**src/rtl/decode_stage.sv**
```systemverilog
// RV32I decode stage: registered one-entry control bundle between fetch and
// execute, with flush, illegal-encoding detection and a hand-off counter.
module decode_stage #(
  parameter int XLEN             = 32,
  parameter int CNT_W            = 32,
  parameter bit ZERO_RD_SUPPRESS = 1'b1
) (
  input  logic             clk,
  input  logic             rst_n,
  input  logic             flush,
  input  logic             in_valid,
  output logic             in_ready,
  input  logic [31:0]      in_instr,
  input  logic [XLEN-1:0]  in_pc,
  output logic             out_valid,
  input  logic             out_ready,
  output logic [XLEN-1:0]  out_pc,
  output logic [4:0]       rd,
  output logic [4:0]       rs1,
  output logic [4:0]       rs2,
  output logic [XLEN-1:0]  imm,
  output logic [3:0]       alu_control,
  output logic             alu_src,
  output logic             pc_alu_src,
  output logic [1:0]       result_src,
  output logic             mem_write,
  output logic [2:0]       mem_funct3,
  output logic             reg_write,
  output logic             branch,
  output logic             jump,
  output logic             illegal,
  output logic [CNT_W-1:0] dec_count
);

  typedef struct packed {
    logic [XLEN-1:0] pc;
    logic [4:0]      rd;
    logic [4:0]      rs1;
    logic [4:0]      rs2;
    logic [XLEN-1:0] imm;
    logic [3:0]      alu;
    logic            alu_src;
    logic            pc_alu_src;
    logic [1:0]      result_src;
    logic            mem_write;
    logic [2:0]      mem_funct3;
    logic            reg_write;
    logic            branch;
    logic            jump;
    logic            illegal;
  } id_ex_t;

  localparam logic [3:0] ALU_ADD  = 4'b0000;
  localparam logic [3:0] ALU_SUB  = 4'b0001;
  localparam logic [3:0] ALU_AND  = 4'b0010;
  localparam logic [3:0] ALU_OR   = 4'b0011;
  localparam logic [3:0] ALU_XOR  = 4'b0100;
  localparam logic [3:0] ALU_SLT  = 4'b0101;
  localparam logic [3:0] ALU_SLTU = 4'b0110;
  localparam logic [3:0] ALU_SLL  = 4'b0111;
  localparam logic [3:0] ALU_SRL  = 4'b1000;
  localparam logic [3:0] ALU_SRA  = 4'b1001;
  localparam logic [3:0] ALU_PASB = 4'b1010;

  function automatic logic [XLEN-1:0] sx(input logic [31:0] v);
    return XLEN'($signed(v));
  endfunction

  function automatic logic [3:0] alu_f3(input logic [2:0] f,
                                        input logic alt);
    logic [3:0] a;
    a = ALU_ADD;
    unique case (f)
      3'b000:  a = alt ? ALU_SUB : ALU_ADD;
      3'b001:  a = ALU_SLL;
      3'b010:  a = ALU_SLT;
      3'b011:  a = ALU_SLTU;
      3'b100:  a = ALU_XOR;
      3'b101:  a = alt ? ALU_SRA : ALU_SRL;
      3'b110:  a = ALU_OR;
      default: a = ALU_AND;
    endcase
    return a;
  endfunction

  logic [6:0] op;
  logic [2:0] f3;
  logic [6:0] f7;
  logic [31:0] i_imm, s_imm, b_imm, j_imm, u_imm;

  assign op = in_instr[6:0];
  assign f3 = in_instr[14:12];
  assign f7 = in_instr[31:25];

  assign i_imm = {{20{in_instr[31]}}, in_instr[31:20]};
  assign s_imm = {{20{in_instr[31]}}, in_instr[31:25], in_instr[11:7]};
  assign b_imm = {{19{in_instr[31]}}, in_instr[31], in_instr[7],
                  in_instr[30:25], in_instr[11:8], 1'b0};
  assign j_imm = {{11{in_instr[31]}}, in_instr[31], in_instr[19:12],
                  in_instr[20], in_instr[30:21], 1'b0};
  assign u_imm = {in_instr[31:12], 12'b0};

  logic f7_zero, f7_alt;
  assign f7_zero = (f7 == 7'b0000000);
  assign f7_alt  = (f7 == 7'b0100000);

  id_ex_t d;

  always_comb begin
    d            = '0;
    d.pc         = in_pc;
    d.rd         = in_instr[11:7];
    d.rs1        = in_instr[19:15];
    d.rs2        = in_instr[24:20];
    d.mem_funct3 = f3;
    unique case (1'b1)
      op == 7'b0000011: begin
        d.imm        = sx(i_imm);
        d.alu_src    = 1'b1;
        d.result_src = 2'b01;
        d.reg_write  = 1'b1;
        d.illegal    = (f3 == 3'b011) || (f3[2:1] == 2'b11);
      end
      op == 7'b0100011: begin
        d.imm       = sx(s_imm);
        d.alu_src   = 1'b1;
        d.mem_write = 1'b1;
        d.illegal   = (f3 > 3'b010);
      end
      op == 7'b0110011: begin
        d.alu       = alu_f3(f3, f7[5]);
        d.reg_write = 1'b1;
        d.illegal   = !(f7_zero || f7_alt) ||
                      (f7_alt && !(f3 == 3'b000 || f3 == 3'b101));
      end
      op == 7'b0010011: begin
        d.imm       = sx(i_imm);
        d.alu_src   = 1'b1;
        d.alu       = alu_f3(f3, (f3 == 3'b101) && f7[5]);
        d.reg_write = 1'b1;
        d.illegal   = ((f3 == 3'b001) && !f7_zero) ||
                      ((f3 == 3'b101) && !(f7_zero || f7_alt));
      end
      op == 7'b1100011: begin
        d.imm        = sx(b_imm);
        d.branch     = 1'b1;
        d.pc_alu_src = 1'b1;
        d.alu        = (f3[2:1] == 2'b10) ? ALU_SLT  :
                       (f3[2:1] == 2'b11) ? ALU_SLTU : ALU_SUB;
        d.illegal    = (f3[2:1] == 2'b01);
      end
      op == 7'b1101111: begin
        d.imm        = sx(j_imm);
        d.jump       = 1'b1;
        d.pc_alu_src = 1'b1;
        d.result_src = 2'b10;
        d.reg_write  = 1'b1;
      end
      op == 7'b1100111: begin
        d.imm        = sx(i_imm);
        d.jump       = 1'b1;
        d.alu_src    = 1'b1;
        d.result_src = 2'b10;
        d.reg_write  = 1'b1;
        d.illegal    = (f3 != 3'b000);
      end
      op == 7'b0110111: begin
        d.imm       = sx(u_imm);
        d.alu_src   = 1'b1;
        d.alu       = ALU_PASB;
        d.reg_write = 1'b1;
      end
      op == 7'b0010111: begin
        d.imm        = sx(u_imm);
        d.alu_src    = 1'b1;
        d.pc_alu_src = 1'b1;
        d.reg_write  = 1'b1;
      end
      default: d.illegal = 1'b1;
    endcase
    // illegal bundles travel down the pipe but must not cause side effects
    if (d.illegal) begin
      d.reg_write = 1'b0;
      d.mem_write = 1'b0;
      d.branch    = 1'b0;
      d.jump      = 1'b0;
    end
    if (ZERO_RD_SUPPRESS && (d.rd == 5'd0)) d.reg_write = 1'b0;
  end

  id_ex_t     q;
  logic       valid_q;
  logic [CNT_W-1:0] cnt_q;
  logic       load, kill;

  assign in_ready = !valid_q || out_ready;
  assign load     = in_valid && in_ready;
  assign kill     = flush || (!load && out_ready);

  always_ff @(posedge clk or negedge rst_n) begin
    if (!rst_n) begin
      q       <= '0;
      valid_q <= 1'b0;
      cnt_q   <= '0;
    end else begin
      if (valid_q && out_ready && !flush) cnt_q <= cnt_q + CNT_W'(1);
      if (kill) begin
        valid_q     <= 1'b0;
        q.reg_write <= 1'b0;
        q.mem_write <= 1'b0;
        q.branch    <= 1'b0;
        q.jump      <= 1'b0;
        q.illegal   <= 1'b0;
      end else if (load) begin
        q       <= d;
        valid_q <= 1'b1;
      end
    end
  end

  assign out_valid   = valid_q;
  assign out_pc      = q.pc;
  assign rd          = q.rd;
  assign rs1         = q.rs1;
  assign rs2         = q.rs2;
  assign imm         = q.imm;
  assign alu_control = q.alu;
  assign alu_src     = q.alu_src;
  assign pc_alu_src  = q.pc_alu_src;
  assign result_src  = q.result_src;
  assign mem_write   = q.mem_write;
  assign mem_funct3  = q.mem_funct3;
  assign reg_write   = q.reg_write;
  assign branch      = q.branch;
  assign jump        = q.jump;
  assign illegal     = q.illegal;
  assign dec_count   = cnt_q;

endmodule

```
**config.mk**
```make
export PLATFORM = sky130hd
export DESIGN_NAME = decode_stage
export DESIGN_NICKNAME = d
export VERILOG_FILES = /design/src/rtl/decode_stage.sv
export SDC_FILE = /design/constraint.sdc
export NUM_CORES = 1
export LEC_CHECK = 0
export BUFFER_PORTS_ARGS = -buffer_cell sky130_fd_sc_hd__buf_2
export CORE_ASPECT_RATIO = 2
export CORE_MARGIN = 8
export CORE_UTILIZATION = 45
export CTS_BUF_LIST = sky130_fd_sc_hd__clkbuf_2
export DETAILED_ROUTE_END_ITERATION = 8
export PLACE_DENSITY = 0.81
export SETUP_SLACK_MARGIN = 0.02
export SLEW_MARGIN = 20
export SYNTH_ARGS = -nofsm -noshare
export SYNTH_HDL_FRONTEND = slang
export SYNTH_SLANG_ARGS = --single-unit
```
**constraint.sdc**
```tcl
create_clock -name clk -period 2.7 [get_ports clk]
set_clock_uncertainty 0.05 [all_clocks]
set_input_delay 0.27 -clock clk [delete_from_list [all_inputs] [get_ports clk]]
set_output_delay 0.27 -clock clk [all_outputs]
set_load 0.01 [all_outputs]
```
# Yosys cells after proc, flatten, opt, wreduce, memory -nomap -nowiden
# Index checks and enable logic that the tools add are counted.
dict set report classes {
  n_reduce_logical 34
  n_eq_ne 19
  mux 26
  order_cmp 1
  n_bitwise 1
  addsub 1
}
# operator n
set op_table {}
lappend op_table {{$pmux W32 S5} 1}
lappend op_table {{$pmux W4 S7} 2}
lappend op_table {{$add A32 B1 Y32 const B} 1}
lappend op_table {{$eq A7 B6 Y1 const B} 4}
lappend op_table {{$eq A7 B7 Y1 const B} 3}
lappend op_table {{$pmux W4 S4} 1}
lappend op_table {{$mux W1} 15}
lappend op_table {{$eq A7 B5 Y1 const B} 2}
lappend op_table {{$eq A3 B3 Y1 const B} 3}
lappend op_table {{$mux W3} 3}
lappend op_table {{$reduce_or A3 Y1} 3}
lappend op_table {{$logic_and A1 B1 Y1} 8}
lappend op_table {{$mux W8} 1}
lappend op_table {{$eq A7 B2 Y1 const B} 1}
lappend op_table {{$logic_not A7 Y1} 1}
lappend op_table {{$logic_or A1 B1 Y1} 7}
lappend op_table {{$pmux W1 S7} 1}
lappend op_table {{$reduce_or A7 Y1} 1}
lappend op_table {{$eq A3 B2 Y1 const B} 2}
lappend op_table {{$logic_not A1 Y1} 6}
lappend op_table {{$reduce_or A6 Y1} 1}
lappend op_table {{$logic_not A5 Y1} 1}
lappend op_table {{$eq A2 B2 Y1 const B} 2}
lappend op_table {{$mux W4} 1}
lappend op_table {{other kinds (10)} 11}
dict set report word_totals {
  reg_bits 128
  elab_cells 99
}

# Depth between registers and ports, before layout
dict set report depth {
  word_depth 10
  depth_mapped 8
}

# Worst setup path before layout
# Ideal clock, no wire load.
dict set report synth_timing {
  kind {flip-flop to flip-flop}
  start {reg cnt_q[5] (netlist: dec_count[5])}
  end {reg cnt_q[17] (netlist: dec_count[17])}
  required_time_ns 2.523
  synth_period_minus_slack_ns 1.982
  t_arrival_ns 1.806
  setup_slack_ns 0.718
  stages_incl_launch_ff 6
  cell_sequence {dfrtp_1 and4_4 nand3_4 or4_4 or3_4 xnor2_2}
}
dict set report synth_via {
  elab_chain_len 1
}
# element line_no
set synth_lines {}
lappend synth_lines {{start: declaration} 193} ;# logic [CNT_W-1:0] cnt_q;
lappend synth_lines {{start signal: assignment} 206} ;# if (valid_q && out_ready && !flush) cnt_q <= cnt_q + CNT_W'(1);
lappend synth_lines {{$add A32 B1 Y32} 206}
# No other way between the ends.
# A chain may end at the register's enable or synchronous reset.

# Worst setup path after layout
dict set report layout_timing {
  start {in in_instr[2]}
  end {reg, netlist name mem_write}
}
dict set report layout_via {
  elab_chain_len 6
}
# element line_no
set layout_lines {}
lappend layout_lines {{start: declaration} 13} ;# input logic [31:0] in_instr,
lappend layout_lines {{$eq A7 B7 Y1, or another cell as far along} 152} ;# op == 7'b1101111: begin
lappend layout_lines {{$reduce_or A3 Y1 (no line)} --}
lappend layout_lines {{$pmux W1 S7} 116} ;# unique case (1'b1)
lappend layout_lines {{$mux W1 *} 182} ;# if (d.illegal) begin
lappend layout_lines {{$mux W8 *} 214} ;# end else if (load) begin
lappend layout_lines {{$mux W1 *} 207} ;# if (kill) begin
# Mark *: on every way between the ends. The rest lies on a longest branch, timed or not. The select of a mux whose other input is x is not followed.

==> flow_summary.ini <==
[route]
drtIter0Drc = 184
ant_nets = 0
wl_per_cell_um = 18.0
vias_per_cell = 5.34
drcViolationCount = 0
drt_wl_total_um = 18000
vias = 5357
firstDrtPassIters = 4

[synth]
syn_area_sq_um = 5540
ys_seq_area_frac = 0.578
yosys_warnings = 0
ys_seq_elements = 128
synth.distinct_cells = 53
avgSynthCellArea_sq_um = 9.67
yosysTopAreaCell = dfrtp_1
synth_nets = 643
netlist_instances = 573
synth.area.top_cells = dfrtp_1 58%, nand2_1 13%, xnor2_1 3.3%
synth_edf_count = 0
ys.flop_type = dfrtp_1
synthArstFlopShare = 1.00
synth_top_area_share = 0.578

[clocking]
root_buffer = clkbuf_2
htreeDepth = 4
clockBufferDepth = 2
clk_latency_ns = 0.66
numCtsBuffers = 17
cts_setup_buffers = 0
ctsResizeCount = 0
ctsHoldBuffers = 69
numClockSinks = 128
path_clk_slew_ns = 0.18
cts_tree = built

[sta]
clock.fmax_mhz = 407
drv_slew = 0
post-route-period-util = 0.911
setup_viol = 0
final_hold_viol_count = 0
fin_tns_setup_ns = 0
min_period_ns = 2.46
grt_setup_unrepaired = false
maxSlewHeadroom = 0.533
worst_pin_slew_ns = 0.697

[worst_setup_path]
critPathMaxStageDelay_ns = 0.56
reg2reg_depth = 7
cp_data_required_time_ns = 3.20
path_common_cell = dlygate4sd3_1
critPathCaptureType = register
cpLargestDelayFamily = buffers and inverters
r2r_start = out_valid
cp_cell_sequence = dlygate4sd3_1, buf_2, nand4bb_1, buf_4, or2_2, o31a_1, nand4_1, o41ai_1, dlygate4sd3_1
path_buf_inv = 4
crit_fanout = 11
r2r_end = mem_write
arrival_ns = 2.96
r2r_slack_ns = 0.36
slowest_stage = dlygate4sd3_1
cp-start-kind = input pin
crit_type = in2reg

[worst_hold_path]
hold_depth = 3
min_to = branch
hp-class = in2reg
worstHoldStart = in_instr[4]

[placed_design]
dp_hpwl_um = 13100
port_buffers = 197
gp_congestion = 0.926
dp_cells = 902

[global_routing]
grt_usage = 0.225
top_usage_layer = met2
gr-total-overflow = 0
grt_pass1_vias = 5703
antenna_found_initial = 2
grt_max_degree = 52
use_met1 = 0.227
grt_first_pass_wirelength_um = 28700
use_met2 = 0.400
grtUsageMet3 = 0.0521

[floorplanning]
start_util = 0.460
io_pins = 198
die_x_um = 94.5
coreArea_sq_um = 12100
die_area_sq_um = 16300
row_count = 57
die_y_um = 173

[pwr]
p_clk_frac = 0.316
irDropWorstVdd_mv = 0.393
switching_share = 0.297
powerDensity_nw_per_um2 = 553
seq_power_share = 0.511
p_sw_mw = 1.26
p_leak_nw = 4.08
p_comb_frac = 0.174
internal-power_mw = 2.99

[layout]
n_fill_cell = 990
multi_input_area_sq_um = 2210
layoutNonFillerInstCount = 1004
final_cell_mix = 196 x nand2_1, 196 x buf_2, 128 x dfrtp_1, 69 x dlygate4sd3_1, 29 x o21ai_0
postLayoutCoreUtil = 0.638
drive_gt1_frac = 0.297
syn_to_final_growth_pct = 38.8
final_nets = 913
regArea_sq_um = 3200

[outcome]
status = complete, no violations

[run]
maxCapViolCount = 0
## power groups by stage
stage          combinational [mW]  clock [mW]  sequential [mW]
3_5_place_dp                0.662           0             2.21
2_1_floorplan               0.219           0             2.28
3_3_place_gp                0.644           0             2.20
4_1_cts                     0.741        1.39             2.17
6_report                    0.739        1.35             2.17
5_1_grt                     0.814        1.47             2.20
## routing by layer
layer  vias up  wire length (um)
met5         -                 0
met4         0               888
met3        53              1150
met2       240              9710
met1      2587              6290
li1       2477                 -
## cell usage after synthesis, types with 2 or more instances
master and n:
xor2_1 10, mux2i_1 2, o21ai_0 29, o22ai_1 2, nand4_1 8, xnor2_1 21
a21o_1 2, a221o_1 9, nand2_1 196, dfrtp_1 128, nor3_1 9, o31ai_1 3
nand3b_1 3, o21a_1 2, clkbuf_1 22, buf_2 3, a21oi_1 16, a22o_1 10
nand2b_1 3, nor2_1 25, nand3_1 13, inv_1 8, or3_1 3, nor4_1 5
nor2b_1 2, or2_2 2, a32oi_1 4, a22oi_1 5, o41ai_1 2, buf_1 3
## layout make-up
type	count	share of cell area
multi-input cells	409	0.287
flip-flops and latches	128	0.416
clock inverters	13	0.0242
clock buffers	18	0.0117
repair buffers	279	0.233
inverters	8	0.00390
diodes	2	0.000651
well taps	147	0.0239
## state kept, by name, summed over array words and instances, names as in the netlist, 2 cells and up
signal	flops
dec_count	32
mem_funct3	3
alu_control	4
imm	32
rs1	5
result_src	2
rd	5
rs2	5
out_pc	32
## worst min-delay path, delay by kind of cell
kind | cells | cell delay (ns)
and+or+nand+nor | 1 | 0.25
buffers and inverters | 1 | 0.14
AOI/OAI and AO/OA | 1 | 0.11
## logic make-up (layout without fill, tap and decap cells)
logic type / after synthesis / count (layout) / share of synthesized area
other cells: 0 / 2 / 0
simple gates: 284 / 284 / 0.229
xor+xnor: 32 / 32 / 0.0519
fa+ha+maj: 1 / 1 / 0.00226
mux: 3 / 3 / 0.00564
compound gates: 89 / 89 / 0.108
buf+inv: 36 / 318 / 0.0251
flops: 128 / 128 / 0.578
## worst max path at each step
stage | from | to | slack (ns) | cells past startpoint
after CTS | out_valid | mem_write | 0.33 | 7
final | in_instr[2] | mem_write | 0.24 | 9
after global placement | in_instr[6] | imm[29] | 0.64 | 6
after global routing | out_valid | mem_write | 0.15 | 7
after detailed placement | in_instr[6] | imm[30] | 0.57 | 6
after floorplan | dec_count[5] | dec_count[17] | 0.72 | 5
## per-stage QoR
stage	cell area (sq um)	setup WS (ns)	total power [mW]	hold WS (ns)
floorplan	5540	0.718	2.50	-0.0756
global placement	6720	0.645	2.85	0.293
detailed placement	6720	0.571	2.87	0.299
CTS	7690	0.327	4.30	0.00847
global route	7690	0.152	4.48	0.0190
finish	7690	0.240	4.26	0.0918
Power figures use the tool's default switching activity.
